**src/rtl/geogenius_pkg.sv**
```systemverilog
// geogenius_pkg: definitions shared by the game blocks.
//   estado_t  - state encoding of exibe_sequencia. These codes are also what
//               the hexa7seg debug display decodes, so keep them stable.
//   LED_W     - number of game LEDs.
//   max_int   - elaboration-time helper used to size counters.
package geogenius_pkg;

    localparam int LED_W = 8;

    typedef enum logic [3:0] {
        INICIAL    = 4'd0,
        ESPERA_MEM = 4'd1,
        CAPTURA    = 4'd2,
        ACENDE     = 4'd3,
        APAGA      = 4'd4,
        FIM        = 4'd5
    } estado_t;

    function automatic int max_int(input int a, input int b);
        return (a > b) ? a : b;
    endfunction

endpackage

```
**src/rtl/exibe_sequencia_if.sv**
```systemverilog
// exibe_sequencia_if: signals between the sequencer and the rest of the game.
//   Control handshake: iniciar is a start request. It is accepted only while
//   ocupado=0, and only when parar is low. ocupado stays high for the whole
//   playback. pronto pulses for exactly one cycle when playback completes, and
//   a new iniciar is accepted at the earliest in the cycle after that pulse.
//   Memory bus: endereco is the read address. dado_memoria returns the
//   pattern one cycle later.
//   master: controller/datapath side. slave: the sequencer.
interface exibe_sequencia_if
    import geogenius_pkg::*;
#(
    parameter int ADDR_W = 4
);
    logic              iniciar;
    logic              parar;
    logic [ADDR_W-1:0] tamanho;
    logic              dificuldade;
    logic [LED_W-1:0]  dado_memoria;
    logic [ADDR_W-1:0] endereco;
    logic [LED_W-1:0]  leds;
    logic              ocupado;
    logic              pronto;
    logic [3:0]        db_estado;

    modport master (
        output iniciar, parar, tamanho, dificuldade, dado_memoria,
        input  endereco, leds, ocupado, pronto, db_estado
    );

    modport slave (
        input  iniciar, parar, tamanho, dificuldade, dado_memoria,
        output endereco, leds, ocupado, pronto, db_estado
    );
endinterface

```
**src/rtl/temporizador_exibicao.sv**
```systemverilog
// temporizador_exibicao: loadable down-counter that times the LED on/off phases.
//   clock, reset - system clock; synchronous active-low reset (count -> 0)
//   carrega      - load valor on the next edge
//   valor        - phase length minus one
//   fim          - high during the last cycle of the phase (count == 0)
// The counter holds at zero, so fim stays high until the next load.
module temporizador_exibicao #(
    parameter int W = 4
) (
    input  logic         clock,
    input  logic         reset,
    input  logic         carrega,
    input  logic [W-1:0] valor,
    output logic         fim
);
    logic [W-1:0] cnt_q, cnt_d;

    always_comb begin
        cnt_d = cnt_q;
        if (carrega) begin
            cnt_d = valor;
        end else if (cnt_q != '0) begin
            cnt_d = cnt_q - 1'b1;
        end
    end

    always_ff @(posedge clock) begin
        if (!reset) begin
            cnt_q <= '0;
        end else begin
            cnt_q <= cnt_d;
        end
    end

    assign fim = (cnt_q == '0);
endmodule

```
**src/rtl/exibe_sequencia.sv**
```systemverilog
// exibe_sequencia: replays the stored move sequence on the game LEDs.
//   clock, reset - system clock; synchronous active-low reset
//   bus (slave)  - iniciar/parar/tamanho/dificuldade in; dado_memoria from the
//                  sequence ROM; endereco, leds, ocupado, pronto, db_estado out
// Walks addresses 0..tamanho. Each entry costs 2 cycles for the memory read and
// capture, then TA lit cycles and TP dark cycles. In fast mode both times are
// halved.
module exibe_sequencia
    import geogenius_pkg::*;
#(
    parameter int ADDR_W    = 4,
    parameter int T_ACESO   = 500,
    parameter int T_APAGADO = 250
) (
    input  logic clock,
    input  logic reset,
    exibe_sequencia_if.slave bus
);
    localparam int TW = $clog2(max_int(T_ACESO, T_APAGADO) + 1);

    // The timer is loaded with the length minus one, because fim is seen
    // during the final cycle of the phase.
    localparam logic [TW-1:0] TA_NORMAL = TW'(T_ACESO - 1);
    localparam logic [TW-1:0] TA_RAPIDO = TW'(T_ACESO / 2 - 1);
    localparam logic [TW-1:0] TP_NORMAL = TW'(T_APAGADO - 1);
    localparam logic [TW-1:0] TP_RAPIDO = TW'(T_APAGADO / 2 - 1);

    estado_t           estado_q, estado_d;
    logic [ADDR_W-1:0] endereco_q, endereco_d;
    logic [ADDR_W-1:0] tamanho_q, tamanho_d;
    logic              rapido_q, rapido_d;
    logic [LED_W-1:0]  leds_q, leds_d;
    logic              carrega;
    logic [TW-1:0]     valor;
    logic              fim;

    temporizador_exibicao #(.W(TW)) u_temporizador (
        .clock   (clock),
        .reset   (reset),
        .carrega (carrega),
        .valor   (valor),
        .fim     (fim)
    );

    always_comb begin
        estado_d   = estado_q;
        endereco_d = endereco_q;
        tamanho_d  = tamanho_q;
        rapido_d   = rapido_q;
        leds_d     = leds_q;
        carrega    = 1'b0;
        valor      = '0;

        case (estado_q)
            INICIAL: begin
                endereco_d = '0;
                leds_d     = '0;
                // If parar and iniciar are both high, parar wins.
                if (bus.iniciar && !bus.parar) begin
                    estado_d  = ESPERA_MEM;
                    tamanho_d = bus.tamanho;
                    rapido_d  = bus.dificuldade;
                end
            end
            ESPERA_MEM: begin
                // The ROM is reading endereco this cycle.
                estado_d = CAPTURA;
            end
            CAPTURA: begin
                estado_d = ACENDE;
                leds_d   = bus.dado_memoria;
                carrega  = 1'b1;
                valor    = rapido_q ? TA_RAPIDO : TA_NORMAL;
            end
            ACENDE: begin
                if (fim) begin
                    estado_d = APAGA;
                    leds_d   = '0;
                    carrega  = 1'b1;
                    valor    = rapido_q ? TP_RAPIDO : TP_NORMAL;
                end
            end
            APAGA: begin
                if (fim) begin
                    if (endereco_q == tamanho_q) begin
                        estado_d = FIM;
                    end else begin
                        estado_d   = ESPERA_MEM;
                        endereco_d = endereco_q + 1'b1;
                    end
                end
            end
            FIM: begin
                estado_d   = INICIAL;
                endereco_d = '0;
            end
            default: begin
                estado_d   = INICIAL;
                endereco_d = '0;
                leds_d     = '0;
            end
        endcase

        // Abort from any active state. It skips FIM, so pronto is not raised.
        if (bus.parar && (estado_q != INICIAL)) begin
            estado_d   = INICIAL;
            endereco_d = '0;
            leds_d     = '0;
            carrega    = 1'b0;
        end
    end

    always_ff @(posedge clock) begin
        if (!reset) begin
            estado_q   <= INICIAL;
            endereco_q <= '0;
            tamanho_q  <= '0;
            rapido_q   <= 1'b0;
            leds_q     <= '0;
        end else begin
            estado_q   <= estado_d;
            endereco_q <= endereco_d;
            tamanho_q  <= tamanho_d;
            rapido_q   <= rapido_d;
            leds_q     <= leds_d;
        end
    end

    assign bus.endereco  = endereco_q;
    assign bus.leds      = leds_q;
    assign bus.ocupado   = (estado_q != INICIAL);
    assign bus.pronto    = (estado_q == FIM);
    assign bus.db_estado = estado_q;
endmodule

```
**src/flat_wrapper.sv**
```systemverilog
// flat-port wrapper written by rule: the top's interface ports become plain ports
module exibe_sequencia_flat import geogenius_pkg::*;
#(
    parameter int ADDR_W    = 4,
    parameter int T_ACESO   = 500,
    parameter int T_APAGADO = 250
)
  (clock, reset, bus_iniciar, bus_parar, bus_tamanho, bus_dificuldade, bus_dado_memoria, bus_endereco, bus_leds, bus_ocupado, bus_pronto, bus_db_estado);
  exibe_sequencia_if #(.ADDR_W(ADDR_W)) bus_i ();
  input  logic clock;
  input  logic reset;
  input wire logic [$bits(bus_i.iniciar)-1:0] bus_iniciar;
  input wire logic [$bits(bus_i.parar)-1:0] bus_parar;
  input wire logic [$bits(bus_i.tamanho)-1:0] bus_tamanho;
  input wire logic [$bits(bus_i.dificuldade)-1:0] bus_dificuldade;
  input wire logic [$bits(bus_i.dado_memoria)-1:0] bus_dado_memoria;
  output wire logic [$bits(bus_i.endereco)-1:0] bus_endereco;
  output wire logic [$bits(bus_i.leds)-1:0] bus_leds;
  output wire logic [$bits(bus_i.ocupado)-1:0] bus_ocupado;
  output wire logic [$bits(bus_i.pronto)-1:0] bus_pronto;
  output wire logic [$bits(bus_i.db_estado)-1:0] bus_db_estado;
  assign bus_i.iniciar = bus_iniciar;
  assign bus_i.parar = bus_parar;
  assign bus_i.tamanho = bus_tamanho;
  assign bus_i.dificuldade = bus_dificuldade;
  assign bus_i.dado_memoria = bus_dado_memoria;
  assign bus_endereco = bus_i.endereco;
  assign bus_leds = bus_i.leds;
  assign bus_ocupado = bus_i.ocupado;
  assign bus_pronto = bus_i.pronto;
  assign bus_db_estado = bus_i.db_estado;
  exibe_sequencia #(.ADDR_W(ADDR_W), .T_ACESO(T_ACESO), .T_APAGADO(T_APAGADO)) u_core (.clock(clock), .reset(reset), .bus(bus_i));
endmodule
```
**config.mk**
```make
export PLATFORM = sky130hd
export DESIGN_NAME = exibe_sequencia_flat
export DESIGN_NICKNAME = d
export VERILOG_FILES = /design/src/rtl/geogenius_pkg.sv /design/src/rtl/exibe_sequencia_if.sv /design/src/rtl/temporizador_exibicao.sv /design/src/rtl/exibe_sequencia.sv /design/src/flat_wrapper.sv
export SDC_FILE = /design/constraint.sdc
export NUM_CORES = 1
export LEC_CHECK = 0
export CAP_MARGIN = 20
export CORE_MARGIN = 8
export CORE_UTILIZATION = 35
export DETAILED_ROUTE_END_ITERATION = 12
export GPL_TIMING_DRIVEN = 1
export PLACE_DENSITY = 0.71
export SYNTH_ARGS = -nofsm -noshare
export SYNTH_HDL_FRONTEND = slang
export SYNTH_SLANG_ARGS = --single-unit
```
**constraint.sdc**
```tcl
create_clock -name clock -period 3.03 [get_ports clock]
set_clock_uncertainty 0.15 [all_clocks]
set_input_delay 0.606 -clock clock [delete_from_list [all_inputs] [get_ports clock]]
set_output_delay 0.606 -clock clock [all_outputs]
set_load 0.01 [all_outputs]
```
; Word-level counts from Yosys, hierarchy flattened
; Index checks and enable logic that the tools add are counted.
[op_classes]
n_eq_ne = 10
add_sub_neg = 2
bitwise_logic = 3
muxes = 19
reduce_logical = 15
[op_table]
columns = op, count
row1 = two-way mux 9 bit, 4
row2 = one-hot mux 8 bit (3 select lines), 1
row3 = two-way mux 4 bit, 5
row4 = one-hot mux 4 bit (5 select lines), 1
row5 = one-hot mux 9 bit (2 select lines), 1
row6 = two-way mux 8 bit, 2
row7 = logical NOT 9 bit, 1
row8 = nonzero test 9 bit, 1
row9 = subtractor 9 x 1 -> 9 bit (second input constant), 1
row10 = equality test 4 x 2 -> 1 bit (second input constant), 2
row11 = equality test 4 x 3 -> 1 bit (second input constant), 2
row12 = one-hot mux 4 bit (2 select lines), 1
row13 = != test 2 x 1 -> 1 bit (second input constant), 3
row14 = AND reduction 3 bit, 2
row15 = OR reduction 3 bit, 2
row16 = adder 4 x 1 -> 4 bit (second input constant), 1
row17 = equality test 4 x 1 -> 1 bit (second input constant), 1
row18 = equality test 4 bit, 1
row19 = logical NOT 4 bit, 1
row20 = AND reduction 2 bit, 2
row21 = nonzero test 4 bit, 1
row22 = two-way mux 3 bit, 1
row23 = inverter 1 bit, 3
row24 = logical AND 1 bit, 2
row25 = other kinds (6), 7
[totals]
reg_bits = 30
out_inout_bits = 18

; Depth between registers and ports, before layout
[logic_depth]
ltp_word = 5
mapped_depth = 8

; Hierarchy
; Synthesis repeated with hierarchy kept, for this count alone.
[unflattened]
hier_cells = 174
hier_area_um2 = 1510.2
[modules_own_cells]
columns = mod, seq_area_each_um2, area_per_inst_um2, instances, cells_each
row1 = exibe_sequencia, 400.4, 998.5, 1, 112
row2 = temporizador_exibicao, 180.2, 511.7, 1, 62

; Worst setup path after synthesis
; Ideal clock, no wire load.
[synth_path]
kind = register to register
startpoint = register u_core.u_temporizador.cnt_q[0]
endpoint = register u_core.leds_q[0], in the netlist u_core.bus.leds[0]
required_ns = 2.814
path_slack_ns = 1.189
setup_time_ns = 0.066
arrival_time_ns = 1.625
period_less_slack_ns = 1.841
stages_incl_launch_ff = 8
n_path_buf = 0
path_cell_list = dfxtp_1 -> inv_1 -> ha_1 -> nor3b_4 -> a31o_2 -> a21oi_1 -> a22oi_1 -> nor2_1
[synth_between]
elab_chain_len = 3
[synth_lines]
columns = element, line_no
row1 = "start, declared", temporizador_exibicao.sv:16  ; logic [W-1:0] cnt_q, cnt_d;
row2 = "start signal, assigned", temporizador_exibicao.sv:31  ; cnt_q <= cnt_d;
row3 = logical NOT 9 bit, temporizador_exibicao.sv:35  ; assign fim = (cnt_q == '0);
row4 = != test 2 x 1 -> 1 bit (no source line), n/a
row5 = AND reduction 2 bit (no source line), n/a
row6 = "end signal, assigned", exibe_sequencia.sv:125  ; leds_q <= leds_d;
row7 = "end, declared", exibe_sequencia.sv:32  ; logic [LED_W-1:0] leds_q, leds_d;
; No other way between the ends.
; A chain may end at the register's enable or synchronous reset.

; Final worst setup path
[layout_path]
startpoint = register u_core.estado_q[2], in the netlist u_core.bus.db_estado[2]
endpoint = output bus_ocupado
[layout_between]
elab_chain_len = 1
[layout_lines]
columns = element, line_no
row1 = "start, declared", exibe_sequencia.sv:28  ; estado_t estado_q, estado_d;
row2 = "start signal, assigned", exibe_sequencia.sv:121  ; estado_q <= estado_d;
row3 = nonzero test 4 bit, exibe_sequencia.sv:131  ; assign bus.ocupado = (estado_q != INICIAL);
row4 = "end, declared", flat_wrapper.sv:19  ; output wire logic [$bits(bus_i.ocupado)-1:0] bus_ocupado;
; No other way between the ends.

==> impl_metrics.env <==
export IMPL_status="finished, final reports clean"
export IMPL_p_per_area_nw_per_um2=681
export IMPL_port_buffers=33
export IMPL_synth_edf_count=0
export IMPL_synth_simple_area_share=0.261
export IMPL_post_cts_setup_buffers=0
export IMPL_synth_common_cells="29 x dfxtp_1, 18 x nor2_1, 12 x nand2_1, 8 x a22oi_1, 8 x nor2b_1"
export IMPL_num_vias=1230
export IMPL_detail_route_wl_per_cell_um=13.7
export IMPL_grt_max_degree=16
export IMPL_final_cells=243
export IMPL_cts_root_buf="clkbuf_8"
export IMPL_grt_usage=0.110
export IMPL_first_pass_iters=4
export IMPL_drive_above_1_share=0.0777
export IMPL_worst_pin_slew_ns=0.596
export IMPL_synth_most_common_cell="dfxtp_1"
export IMPL_worst_ep_arrival_time_ns=1.65
export IMPL_worstReg2RegStart="u_core.u_temporizador.cnt_q[0]"
export IMPL_die_h_um=80.2
export IMPL_maxCapViolCount=0
export IMPL_synth_nets=178
export IMPL_cts_resized_gates=0
export IMPL_top_usage_layer="met2"
export IMPL_synth_area_leaders="dfxtp_1 40%, nor2_1 4.7%, a22oi_1 4.2%, mux2i_1 3.5%, nor2b_1 3.5%"
export IMPL_syn2layout_area_growth_pct=30.7
export IMPL_first_iter_violations=53
export IMPL_die_x_um=80.2
export IMPL_drc=0
export IMPL_synth_compound_area_frac=0.197
export IMPL_row_count=23
export IMPL_finalSetupViolCount=0
export IMPL_htree_levels=2
export IMPL_synthCells=159
export IMPL_hold_path_startpoint="u_core.bus.leds[0]"
export IMPL_dp_hpwl_um=2440
export IMPL_yosys_most_used_dff="dfxtp_1"
export IMPL_crit_required_ns=2.27
export IMPL_fillers=392
export IMPL_clk_latency_ns=0.28
export IMPL_path_class="reg -> out"
export IMPL_seq_area_frac_synth=0.402
export IMPL_clockBufferDepth=2
export IMPL_yosysWarnings=0
export IMPL_fin_crit_sh=0.792
export IMPL_ys_ff_latch=29
export IMPL_n_antenna_cell=0
export IMPL_p_leak_nw=0.712
export IMPL_nets=212
export IMPL_vias_per_cell=5.06
export IMPL_grt_antenna_before_repair=0
export IMPL_utilization=0.475
export IMPL_ant_nets=0
export IMPL_synth_cell_type_count=51
export IMPL_ir_worst_vdd_v=0.000295
export IMPL_crit_start="u_core.bus.db_estado[2]"
export IMPL_tritoncts="yes"
export IMPL_grt_met3_usage=0.0379
export IMPL_grt_pass1_wl_um=5660
export IMPL_fmax_mhz=416
export IMPL_grt_use_met1=0.136
export IMPL_cp_start_kind="register"
export IMPL_gp_congestion=0.835
export IMPL_synth_top_cell_area_share=0.402
export IMPL_clk_pin_slew_ns=0.06
export IMPL_synth_mux_area_frac=0.0425
export IMPL_synth_adder_area_share=0.0173
export IMPL_numCtsBuffers=5
export IMPL_synth_xor_area_frac=0.0364
export IMPL_rsz0062_at_grt="no"
export IMPL_grt_pass1_vias=1226
export IMPL_drt_total_wl_um=3320
export IMPL_ios=35
export IMPL_hp_class="reg -> reg"
export IMPL_cts_sinks=29
export IMPL_synth_top_family_by_area="simple AND/OR/NAND/NOR gates"
export IMPL_maxSlewViolCount=0
export IMPL_die_area_um2=6430
export IMPL_slew_headroom=0.602
export IMPL_yosys_area_top_type="dfxtp_1"
export IMPL_gr_usage_met2=0.170
export IMPL_grt_ovfl_total=0
export IMPL_end_kind="output pin"
export IMPL_dp_cells=236
export IMPL_hold_buffers=0
export IMPL_crit_fanout=12
export IMPL_finalHoldViolCount=0
export IMPL_synth_area_um2=1440
export IMPL_initial_core_util=0.363
export IMPL_syn_avg_cell_area_um2=9.07
export IMPL_placeableCoreArea_um2=3970
export IMPL_fin_crit_ns=2.40
export IMPL_async_flop_share=0
export IMPL_power_mw=1.28
export IMPL_tns_ns=0
-- routing by layer --
metal  vias to the layer above  part of all wire
li1                        641                 -
met1                       563              0.49
met2                        21              0.45
met3                         5             0.046
met5                         -                 0
met4                         0             0.015
-- metrics by stage --
| stage | setup slack, ns | hold slack [ns] | area, um2 |
|---|---|---|---|
| global route | 0.405 | 0.381 | 1890 |
| global placement | 0.530 | 0.330 | 1800 |
| detailed placement | 0.441 | 0.335 | 1800 |
| floorplan | 1.19 | 0.327 | 1440 |
| finish | 0.629 | 0.345 | 1890 |
| CTS | 0.624 | 0.353 | 1890 |
-- layout make-up --
cell class	instances	area [um2]	area share
Tap cell	50	62.6	0.0332
Clock buffer	7	86.3	0.0458
Inverter	4	15.0	0.00796
Multi-Input combinational cell	119	803	0.426
Timing Repair Buffer	34	338	0.179
Sequential cell	29	581	0.308
-- state kept, by name (all words and copies together) (netlist names) --
register and cells:
u_core.bus.db_estado 3, u_core.bus.endereco 4, u_core.u_temporizador.cnt_q 9, u_core.tamanho_q 4, u_core.rapido_q 1, u_core.bus.leds 8
-- power by group --
part	switching, mW	internal [mW]
Combinational	0.240	0.222
Clock	0.141	0.180
Sequential	0.0672	0.434
Total	0.449	0.835
-- path summary, 6_finish.rpt --
kind | end | slack [ns] | cells past startpoint
max | bus_ocupado | 0.63 | 2
min | u_core.bus.leds[0] | 0.34 | 2
max reg2reg | u_core.u_temporizador.cnt_q[1] | 0.70 | 7
min reg2reg | u_core.bus.leds[0] | 0.34 | 2
-- critical path, cell delays in order, from the launching register on --
cell,delay [ns]
dfxtp_1,0.42
or3_4,0.45
clkdlybuf4s50_1,0.50
-- kinds of logic after synthesis --
group | count (synthesis)
compound gates | 38
xor+xnor | 6
fa+ha+maj | 2
buf+inv | 11
flops | 29
mux | 6
other cells | 1
simple gates | 66
-- cells in the final DEF, fill, tap and decap left out, drive strengths merged, types with 2 or more instances in the layout --
master and instances:
clkdlybuf4s50 33, dfxtp 29, nor2 18, nand2 12, nor2b 8, a22oi 8
clkbuf 7, mux2i 5, xnor2 5, nand3 5, inv 4, o21a 4
and2 4, o21ai 3, nand4 3, a21oi 3, o211ai 3, or3 3
nor3 3, nor3b 3, nor4 2, a21o 2, o221ai 2, a211oi 2
o31a 2, ha 2, a21boi 2
(Power assumes the default switching activity.)
